### config.mk
export PLATFORM = sky130hd
export DESIGN_NAME = cmd_queue_controller_flat
export DESIGN_NICKNAME = d
export VERILOG_FILES = /design/src/rtl/cmd_queue_controller_if.sv /design/src/rtl/cmd_queue_controller.sv /design/src/flat_wrapper.sv
export SDC_FILE = /design/constraint.sdc
export NUM_CORES = 1
export LEC_CHECK = 0
export BUFFER_PORTS_ARGS = -buffer_cell sky130_fd_sc_hd__buf_2
export CORE_ASPECT_RATIO = 0.5
export CORE_MARGIN = 10
export CORE_UTILIZATION = 54
export DETAILED_ROUTE_END_ITERATION = 16
export PLACE_DENSITY = 0.82
export SYNTH_ARGS = -nofsm -noshare
export SYNTH_HDL_FRONTEND = slang
export SYNTH_SLANG_ARGS = --single-unit
### constraint.sdc
create_clock -name clock -period 5.3 [get_ports clock]
set_clock_uncertainty 0.2 [all_clocks]
set_input_delay 0.53 -clock clock [delete_from_list [all_inputs] [get_ports clock]]
set_output_delay 0.53 -clock clock [all_outputs]
set_load 0.02 [all_outputs]
### src/rtl/cmd_queue_controller_if.sv
// cmd_queue_controller_if: command bus between the SPI receive path and the system controller.
interface cmd_queue_controller_if #(parameter int ADDR_WIDTH = 3) ();
    logic [31:0]         cmd_in;
    logic                cmd_in_valid;
    logic                sync_to_cycle;
    logic                update_cycle_complete;
    logic                hold;
    logic                clear_overflow;
    logic [31:0]         cmd_data;
    logic                latch_data;
    logic                busy;
    logic                fifo_empty;
    logic                fifo_full;
    logic [ADDR_WIDTH:0] fifo_level;
    logic                overflow;

    modport master (
        output cmd_in, cmd_in_valid, sync_to_cycle, update_cycle_complete, hold, clear_overflow,
        input  cmd_data, latch_data, busy, fifo_empty, fifo_full, fifo_level, overflow
    );

    modport slave (
        input  cmd_in, cmd_in_valid, sync_to_cycle, update_cycle_complete, hold, clear_overflow,
        output cmd_data, latch_data, busy, fifo_empty, fifo_full, fifo_level, overflow
    );
endinterface

### src/rtl/cmd_queue_controller.sv
// cmd_queue_controller: FIFO of command words issued one at a time with a timed latch strobe.
module cmd_queue_controller #(
    parameter int DEPTH        = 8,
    parameter int ADDR_WIDTH   = 3,
    parameter int SETUP_CYCLES = 2,
    parameter int HOLD_CYCLES  = 4,
    parameter int GAP_CYCLES   = 4
) (
    input logic                   clock,
    input logic                   reset_n,
    cmd_queue_controller_if.slave bus
);
    typedef enum logic [1:0] {IDLE, SETUP, STROBE, GAP} state_t;

    localparam logic [ADDR_WIDTH:0] FULL_LEVEL = (ADDR_WIDTH + 1)'(DEPTH);

    state_t                state, state_next;
    logic [7:0]            count, count_next;
    logic [31:0]           mem [DEPTH];
    logic [ADDR_WIDTH-1:0] wr_ptr, rd_ptr;
    logic [ADDR_WIDTH:0]   level;
    logic [31:0]           cmd_data;
    logic                  latch_data, overflow;
    logic                  empty, full, pop, push, drop;

    assign empty = level == '0;
    assign full  = level == FULL_LEVEL;
    assign pop   = state == IDLE && !empty && !bus.hold && (!bus.sync_to_cycle || bus.update_cycle_complete);
    assign push  = bus.cmd_in_valid && (!full || pop);
    assign drop  = bus.cmd_in_valid && !push;

    always_comb begin
        state_next = state;
        count_next = count;
        case (state)
            IDLE: if (pop) begin
                state_next = SETUP;
                count_next = 8'(SETUP_CYCLES - 1);
            end
            SETUP: if (count == '0) begin
                state_next = STROBE;
                count_next = 8'(HOLD_CYCLES - 1);
            end else count_next = count - 8'd1;
            STROBE: if (count == '0) begin
                state_next = GAP;
                count_next = 8'(GAP_CYCLES - 1);
            end else count_next = count - 8'd1;
            GAP: if (count == '0) state_next = IDLE;
                 else count_next = count - 8'd1;
            default: state_next = IDLE;
        endcase
    end

    always_ff @(posedge clock) begin
        if (!reset_n) begin
            state      <= IDLE;
            count      <= '0;
            wr_ptr     <= '0;
            rd_ptr     <= '0;
            level      <= '0;
            cmd_data   <= '0;
            latch_data <= 1'b0;
            overflow   <= 1'b0;
        end else begin
            state      <= state_next;
            count      <= count_next;
            // Strobe is registered from the next state so it tracks STROBE exactly.
            latch_data <= state_next == STROBE;
            if (push) wr_ptr <= wr_ptr + 1'b1;
            if (pop) begin
                rd_ptr   <= rd_ptr + 1'b1;
                cmd_data <= mem[rd_ptr];
            end
            if (push && !pop) level <= level + 1'b1;
            else if (pop && !push) level <= level - 1'b1;
            overflow <= drop || (overflow && !bus.clear_overflow);
        end
    end

    // Storage needs no reset; pointers and level define validity.
    always_ff @(posedge clock) begin
        if (push) mem[wr_ptr] <= bus.cmd_in;
    end

    assign bus.cmd_data   = cmd_data;
    assign bus.latch_data = latch_data;
    assign bus.busy       = state != IDLE;
    assign bus.fifo_empty = empty;
    assign bus.fifo_full  = full;
    assign bus.fifo_level = level;
    assign bus.overflow   = overflow;
endmodule

### src/flat_wrapper.sv
// flat-port wrapper written by rule: the top's interface ports become plain ports
module cmd_queue_controller_flat 
#(
    parameter int DEPTH        = 8,
    parameter int ADDR_WIDTH   = 3,
    parameter int SETUP_CYCLES = 2,
    parameter int HOLD_CYCLES  = 4,
    parameter int GAP_CYCLES   = 4
)
  (clock, reset_n, bus_cmd_in, bus_cmd_in_valid, bus_sync_to_cycle, bus_update_cycle_complete, bus_hold, bus_clear_overflow, bus_cmd_data, bus_latch_data, bus_busy, bus_fifo_empty, bus_fifo_full, bus_fifo_level, bus_overflow);
  cmd_queue_controller_if #(.ADDR_WIDTH(ADDR_WIDTH)) bus_i ();
  input logic clock;
  input logic reset_n;
  input wire logic [$bits(bus_i.cmd_in)-1:0] bus_cmd_in;
  input wire logic [$bits(bus_i.cmd_in_valid)-1:0] bus_cmd_in_valid;
  input wire logic [$bits(bus_i.sync_to_cycle)-1:0] bus_sync_to_cycle;
  input wire logic [$bits(bus_i.update_cycle_complete)-1:0] bus_update_cycle_complete;
  input wire logic [$bits(bus_i.hold)-1:0] bus_hold;
  input wire logic [$bits(bus_i.clear_overflow)-1:0] bus_clear_overflow;
  output wire logic [$bits(bus_i.cmd_data)-1:0] bus_cmd_data;
  output wire logic [$bits(bus_i.latch_data)-1:0] bus_latch_data;
  output wire logic [$bits(bus_i.busy)-1:0] bus_busy;
  output wire logic [$bits(bus_i.fifo_empty)-1:0] bus_fifo_empty;
  output wire logic [$bits(bus_i.fifo_full)-1:0] bus_fifo_full;
  output wire logic [$bits(bus_i.fifo_level)-1:0] bus_fifo_level;
  output wire logic [$bits(bus_i.overflow)-1:0] bus_overflow;
  assign bus_i.cmd_in = bus_cmd_in;
  assign bus_i.cmd_in_valid = bus_cmd_in_valid;
  assign bus_i.sync_to_cycle = bus_sync_to_cycle;
  assign bus_i.update_cycle_complete = bus_update_cycle_complete;
  assign bus_i.hold = bus_hold;
  assign bus_i.clear_overflow = bus_clear_overflow;
  assign bus_cmd_data = bus_i.cmd_data;
  assign bus_latch_data = bus_i.latch_data;
  assign bus_busy = bus_i.busy;
  assign bus_fifo_empty = bus_i.fifo_empty;
  assign bus_fifo_full = bus_i.fifo_full;
  assign bus_fifo_level = bus_i.fifo_level;
  assign bus_overflow = bus_i.overflow;
  cmd_queue_controller #(.DEPTH(DEPTH), .ADDR_WIDTH(ADDR_WIDTH), .SETUP_CYCLES(SETUP_CYCLES), .HOLD_CYCLES(HOLD_CYCLES), .GAP_CYCLES(GAP_CYCLES)) u_core (.clock(clock), .reset_n(reset_n), .bus(bus_i));
endmodule
-- After elaboration in Yosys (flattened, before gate mapping)
Memory sizes are Yosys's and may differ from the RTL's. A register that Yosys moved wholly into a read port is not among the register bits.
Index checks and enable logic that the tools add are counted.
- flip-flop bits (word level): 22
- memory bits (writable): 256
- bits of input ports: 39
- output and inout port bits: 41
- word-level logic and storage cells: 59
- memories kept: 1
- add/subtract/negate cells: 5
- eq/ne operators: 7
- muxes and demuxes: 13
- reduce and logical (&&, ||, !) cells: 26
- memories (memory ; words ; width ; read ports ; clocked after Yosys merged registers in ; write ports ; RTL line ; source):
    u_core.mem ; 8 ; 32 ; 1 ; 1 ; 1 ; cmd_queue_controller.sv:19 ; logic [31:0] mem [DEPTH];
- operator list (kind ; count):
    $mux W8 ; 3
    $pmux W8 S3 ; 1
    $logic_and A1 B1 Y1 ; 8
    $logic_not A1 Y1 ; 8
    $logic_not A8 Y1 ; 1
    $mux W2 ; 4
    $mux W4 ; 2
    $pmux W2 S4 ; 1
    $sub A8 B1 Y8 const B ; 1
    $add A3 B1 Y3 const B ; 2
    $eq A2 B2 Y1 const B ; 3
    $add A4 B1 Y4 const B ; 1
    $eq A4 B4 Y1 const B ; 1
    $logic_not A4 Y1 ; 1
    $reduce_bool A2 Y1 ; 2
    $sub A4 B1 Y4 const B ; 1
    $logic_or A1 B1 Y1 ; 3
    $eq A2 B1 Y1 const B ; 1
    $logic_not A2 Y1 ; 1
    $mux W1 ; 2
    $ne A2 B1 Y1 const B ; 1
    $ne A2 B2 Y1 const B ; 1
    $reduce_and A2 Y1 ; 1
    $reduce_or A2 Y1 ; 1

-- Longest topological paths before layout
- word-level depth: 11
- gate-level depth with buffers: 13
- mapped depth without buffers: 13

-- Worst setup path before layout
No wires, ideal clock.
- path kind: register to register
- start point: register u_core.state[0]
- end point: memory u_core.mem[0][0], enable pin
- library setup time: 0.501 ns
- arrival time: 4.274 ns
- data required time: 4.599 ns
- path slack: 0.325 ns
- cell stages (with the launch flop): 7
- buffers on the path: 0
- period minus slack after synthesis: 4.975 ns
- cells stage by stage: dfxtp_1 inv_1 ha_1 nor2b_1 a21bo_2 nand2_1 nor4_1
- longest elaborated chain between the ends: 8
- RTL lines (element ; RTL line ; source):
    from (decl) ; cmd_queue_controller.sv:17 ; state_t state, state_next;
    from (signal assigned) ; cmd_queue_controller.sv:65 ; state <= state_next;
    $logic_not A2 Y1 ; cmd_queue_controller.sv:28 ; assign pop = state == IDLE && !empty && !bus.hold && (!bus.sync_to_cycle || bus.update_cycle_complete);
    $logic_and A1 B1 Y1 (3 in a row) ; cmd_queue_controller.sv:28 ;
    $logic_or A1 B1 Y1 ; cmd_queue_controller.sv:29 ; assign push = bus.cmd_in_valid && (!full || pop);
    $logic_and A1 B1 Y1 ; cmd_queue_controller.sv:29 ;
    $mux W1 ; cmd_queue_controller.sv:82 ; if (push) mem[wr_ptr] <= bus.cmd_in;
    $mux W1 (not written as such) ; cmd_queue_controller.sv:82 ;
    to (decl) ; cmd_queue_controller.sv:19 ;
No other way between the ends.

-- Final worst setup path
- start point: register u_core.state[0]
- end point: register u_core.level[3] (netlist: u_core.bus.fifo_level[3])
- longest elaborated chain between the ends: 9
- elaborated cells between the ends (all ways): 12
- those cells by class: 1 x mux; 11 x reduce/logical
- RTL lines (element ; RTL line ; source):
    $logic_not A2 Y1 (*) ; cmd_queue_controller.sv:28 ;
    $logic_and A1 B1 Y1 (*) (3 in a row) ; cmd_queue_controller.sv:28 ;
    $logic_or A1 B1 Y1 (*) ; cmd_queue_controller.sv:29 ;
    $logic_and A1 B1 Y1 (*) ; cmd_queue_controller.sv:29 ;
    via u_core.push ; cmd_queue_controller.sv:24 ; logic empty, full, pop, push, drop;
    $logic_not A1 Y1 ; cmd_queue_controller.sv:75 ; else if (pop && !push) level <= level - 1'b1;
    $logic_and A1 B1 Y1 ; cmd_queue_controller.sv:75 ;
    $reduce_bool A2 Y1 (no source line) ; -- ;
    to (signal assigned) ; cmd_queue_controller.sv:74 ; if (push && !pop) level <= level + 1'b1;
    to (signal assigned) ; cmd_queue_controller.sv:75 ;
    to (decl) ; cmd_queue_controller.sv:21 ; logic [ADDR_WIDTH:0] level;
Mark *: on every way through the listed nets, which the timed path passes. The rest lies on a longest branch.
A chain may end at the register's enable or synchronous reset.

==> summary.md <==
| Metric | Value |
|---|---|
| Status | finished, final reports clean |
| Setup Buffers After CTS | 0 |
| Iter 0 DRT Violations | 692 |
| Final period utilization | 63.0% |
| Final Max Tran Viols | 0 |
| VDD IR max | 257 µV |
| RSZ-0062 raised after global routing | false |
| DRT met1 WL | 10.2 mm |
| Post-synthesis xor/xnor area fraction | 0.293% |
| Largest family of logic cells by synthesized area | multiplexers |
| Wire per inst | 24.1 µm |
| Fmax | 0.300 GHz |
| TNS Setup | 0 ns |
| Crit end category | flip-flop |
| Largest net degree at the start of global routing | 68 |
| Setup Slack @ Placement | 2.11 ns |
| CTS Root Cell | clkbuf_16 |
| Setup violators final | 0 |
| Hold-fix buffers at CTS | 0 |
| Clock transition at path regs | 0.07 ns |
| Avg Cell Area, Syn | 18.4 µm² |
| Cell taking the most area after synthesis | edfxtp_1 |
| Crit-path cells | inv_1 -> ha_1 -> nor2b_1 -> a21bo_2 -> nand2_1 -> inv_1 -> ha_1 -> inv_1 -> ha_1 -> a21oi_1 -> a211oi_1 -> a31oi_1 -> mux2i_1 |
| H-tree lvl count | 1 |
| Post-DP HPWL | roughly 14 mm |
| Synth area leaders | edfxtp_1, mux4_2, dfxtp_1 |
| Worst stage delay on the critical path | 0.35 ns |
| Fraction of layout cells with a size suffix above 1 | 28.2% |
| Vias/cell | 6.03 |
| Yosys warns | 0 |
| Placer Congestion | 0.823 |
| Pwr/cell area | 480 mW/mm² |
| Netlist Area Pre-Place | between 0.01 and 0.015 mm² |
| Synth Area in Simple Gates | between 3 and 4% |
| # port buffers | 79 |
| Die W | 231 µm |
| Worst-Margin Slew | 1.20 ns |
| Synth Register Bits | 310 |
| Clk sinks | 310 |
| Post-cts resize count | 0 |
| Min cycle time layout | ~3.3 ns |
| Max-Cap Viols | 0 |
| Area Overhead vs Synth | 13.5% |
| Worst Hold Class | in2reg |
| Yosys cell types | 53 |
| Routed met2 length | 13.0 mm |
| Chip height | approximately 130 µm |
| Highest metal used | met5 |
| Crit start category | flip-flop |
| Final WL | around 25 mm |
| Required @ worst endpoint | around 5.6 ns |
| Adder-Cell Fraction of Synth Area | 1.32% |
| Slowest-stage cell, CP | dfxtp_1 |
| Compound-Gate Fraction of Synth Area | a little over 5% |
| CTS buffer count | 27 |
| Buf+Inv Stages, Crit Path | 3 |
| EDFF count, synth | 256 |
| Post-route DRC violation count | 0 |
| CP top delay family | adder cells |
| Primary FF master, synth | edfxtp_1 |
| Row count | 38 |
| Setup slack after layout | 1.96 ns |
| Lkg Pwr | 0.00450 µW |
| Clock tree buffer depth | 3 |
| Overall Global Routing Usage | between 10% and 20% |
| CTS tree | yes |
| First-pass GRT wire length | 38.6 mm |
| Register area share after synthesis | 73.3% |
| Crit path max fanout | 5 |
| Post-DRT Antenna Nets | 0 |
| Async set or reset register ratio after synthesis | 0% |
| Core ar. | 0.0217 mm² |
| Die area | roughly 0.029 mm² |
| Vias in the first global route | 6,596 |
| Mux cell area share after synthesis | between 10% and 20% |
| Filler cell count | 1,438 |
| Top cell type's share of synthesized area | between 60 and 70% |
| Max_slew headroom | 19.6% |
| Syn Inst Count | about 650 |
| Syn_nets | 702 |
| Layout Nets | between 700 and 800 |
| Total length of routed met3 wires | 1.70 mm |
| CP Class | reg2reg |
| Initial antenna violation count | 3 |
| DR pass1 iterations | 5 |
| Via count | 6,357 |
| Fin. Hold Viols | 0 |
| Grt ovf | 0 |
| # IOs | 80 |
| Starting Density | 55.1% |
| Worst-Skew Late Latency | 0.55 ns |
| CP arrival | 3.60 ns |
## cell families after synthesis
kind of cell | count (synthesis)
AOI/OAI and AO/OA | 106
muxes | 100
and+or+nand+nor | 67
DFF | 310
xor gates and xnor gates | 4
adders and majority gates | 12
buffers and inverters | 52
## cell type report
class | count | area (µm²) | area share, %
flip-flops and latches | 310 | 8770 | 64.6
clock inverters | 12 | 103 | 0.755
repair buffers | 88 | 475 | 3.50
diodes | 2 | 5.00 | 0.0368
inverters | 16 | 60.1 | 0.442
multi-input cells | 289 | 3020 | 22.3
well taps | 300 | 375 | 2.76
clock buffers | 38 | 767 | 5.65
## worst register-to-register path: stages, from the launching register on
cell	delay [ns]
dfxtp_1	0.35
inv_1	0.15
ha_1	0.28
nor2b_1	0.33
a21bo_2	0.24
nand2_1	0.19
inv_1	0.13
ha_1	0.19
inv_1	0.10
ha_1	0.34
a21oi_1	0.22
a211oi_1	0.11
a31oi_1	0.22
mux2i_1	0.21
## metal layers
metal / up-vias / GRT usage, %
met5: - / 0
met4: 2 / 5.12
li1: 2782 / -
met2: 267 / 29.6
met1: 3262 / 21.7
met3: 44 / 2.84
## Yosys cell counts, types with 6 or more instances
library cell	count
edfxtp_1	256
mux4_2	64
dfxtp_1	54
a21oi_1	45
o21ai_0	37
mux2i_1	36
clkbuf_1	23
inv_1	16
nor2_1	16
ha_1	11
nor3_1	11
nand2_1	9
buf_2	7
nand2b_1	6
## registers in the layout, summed over array words and instances (netlist names), 2 cells and up
register               count
u_core.bus.cmd_data       32
u_core.state               2
u_core.bus.fifo_level      4
u_core.rd_ptr              3
u_core.count               8
u_core.mem               256
u_core.wr_ptr              3
## path summary, 6_finish.rpt
kind	startpoint	to	slack (ns)	cells after the start
min	bus_cmd_in[6]	u_core.mem[4][6]	0.05	1
min reg2reg	u_core.count[1]	u_core.count[1]	0.29	2
max reg2reg	u_core.state[0]	u_core.bus.fifo_level[3]	1.96	13
max	u_core.state[0]	u_core.bus.fifo_level[3]	1.96	13
## report_power, final
part,switching (µW),total [µW],internal [µW]
Clock,860,1930,1070
Sequential,225,3080,2850
Combinational,850,1520,667
## stage by stage
stage	utilization, %	cell area, µm²	hold slack [ns]	std cells	power [µW]
5_1_grt	62.5	13600	0.0496	1055	6790
3_5_place_dp	58.5	12700	0.284	1003	4620
2_1_floorplan	-	12000	0.262	651	4200
3_3_place_gp	58.5	12700	0.279	1003	4560
4_1_cts	62.5	13600	0.0380	1053	6550
6_report	62.5	13600	0.0522	1055	6520
## layout by cell type (no fill, tap or decap), drive strengths merged, types with 3 or more instances in the layout
master / n
edfxtp: 256
buf: 88
mux4: 64
dfxtp: 54
a21oi: 45
clkbuf: 38
o21ai: 37
mux2i: 36
inv: 17
nor2: 16
ha: 11
nor3: 11
nand2: 9
clkinv: 9
nand2b: 6
or4: 5
nand3: 4
a31oi: 4
a221o: 3
(Power assumes the default switching activity.)
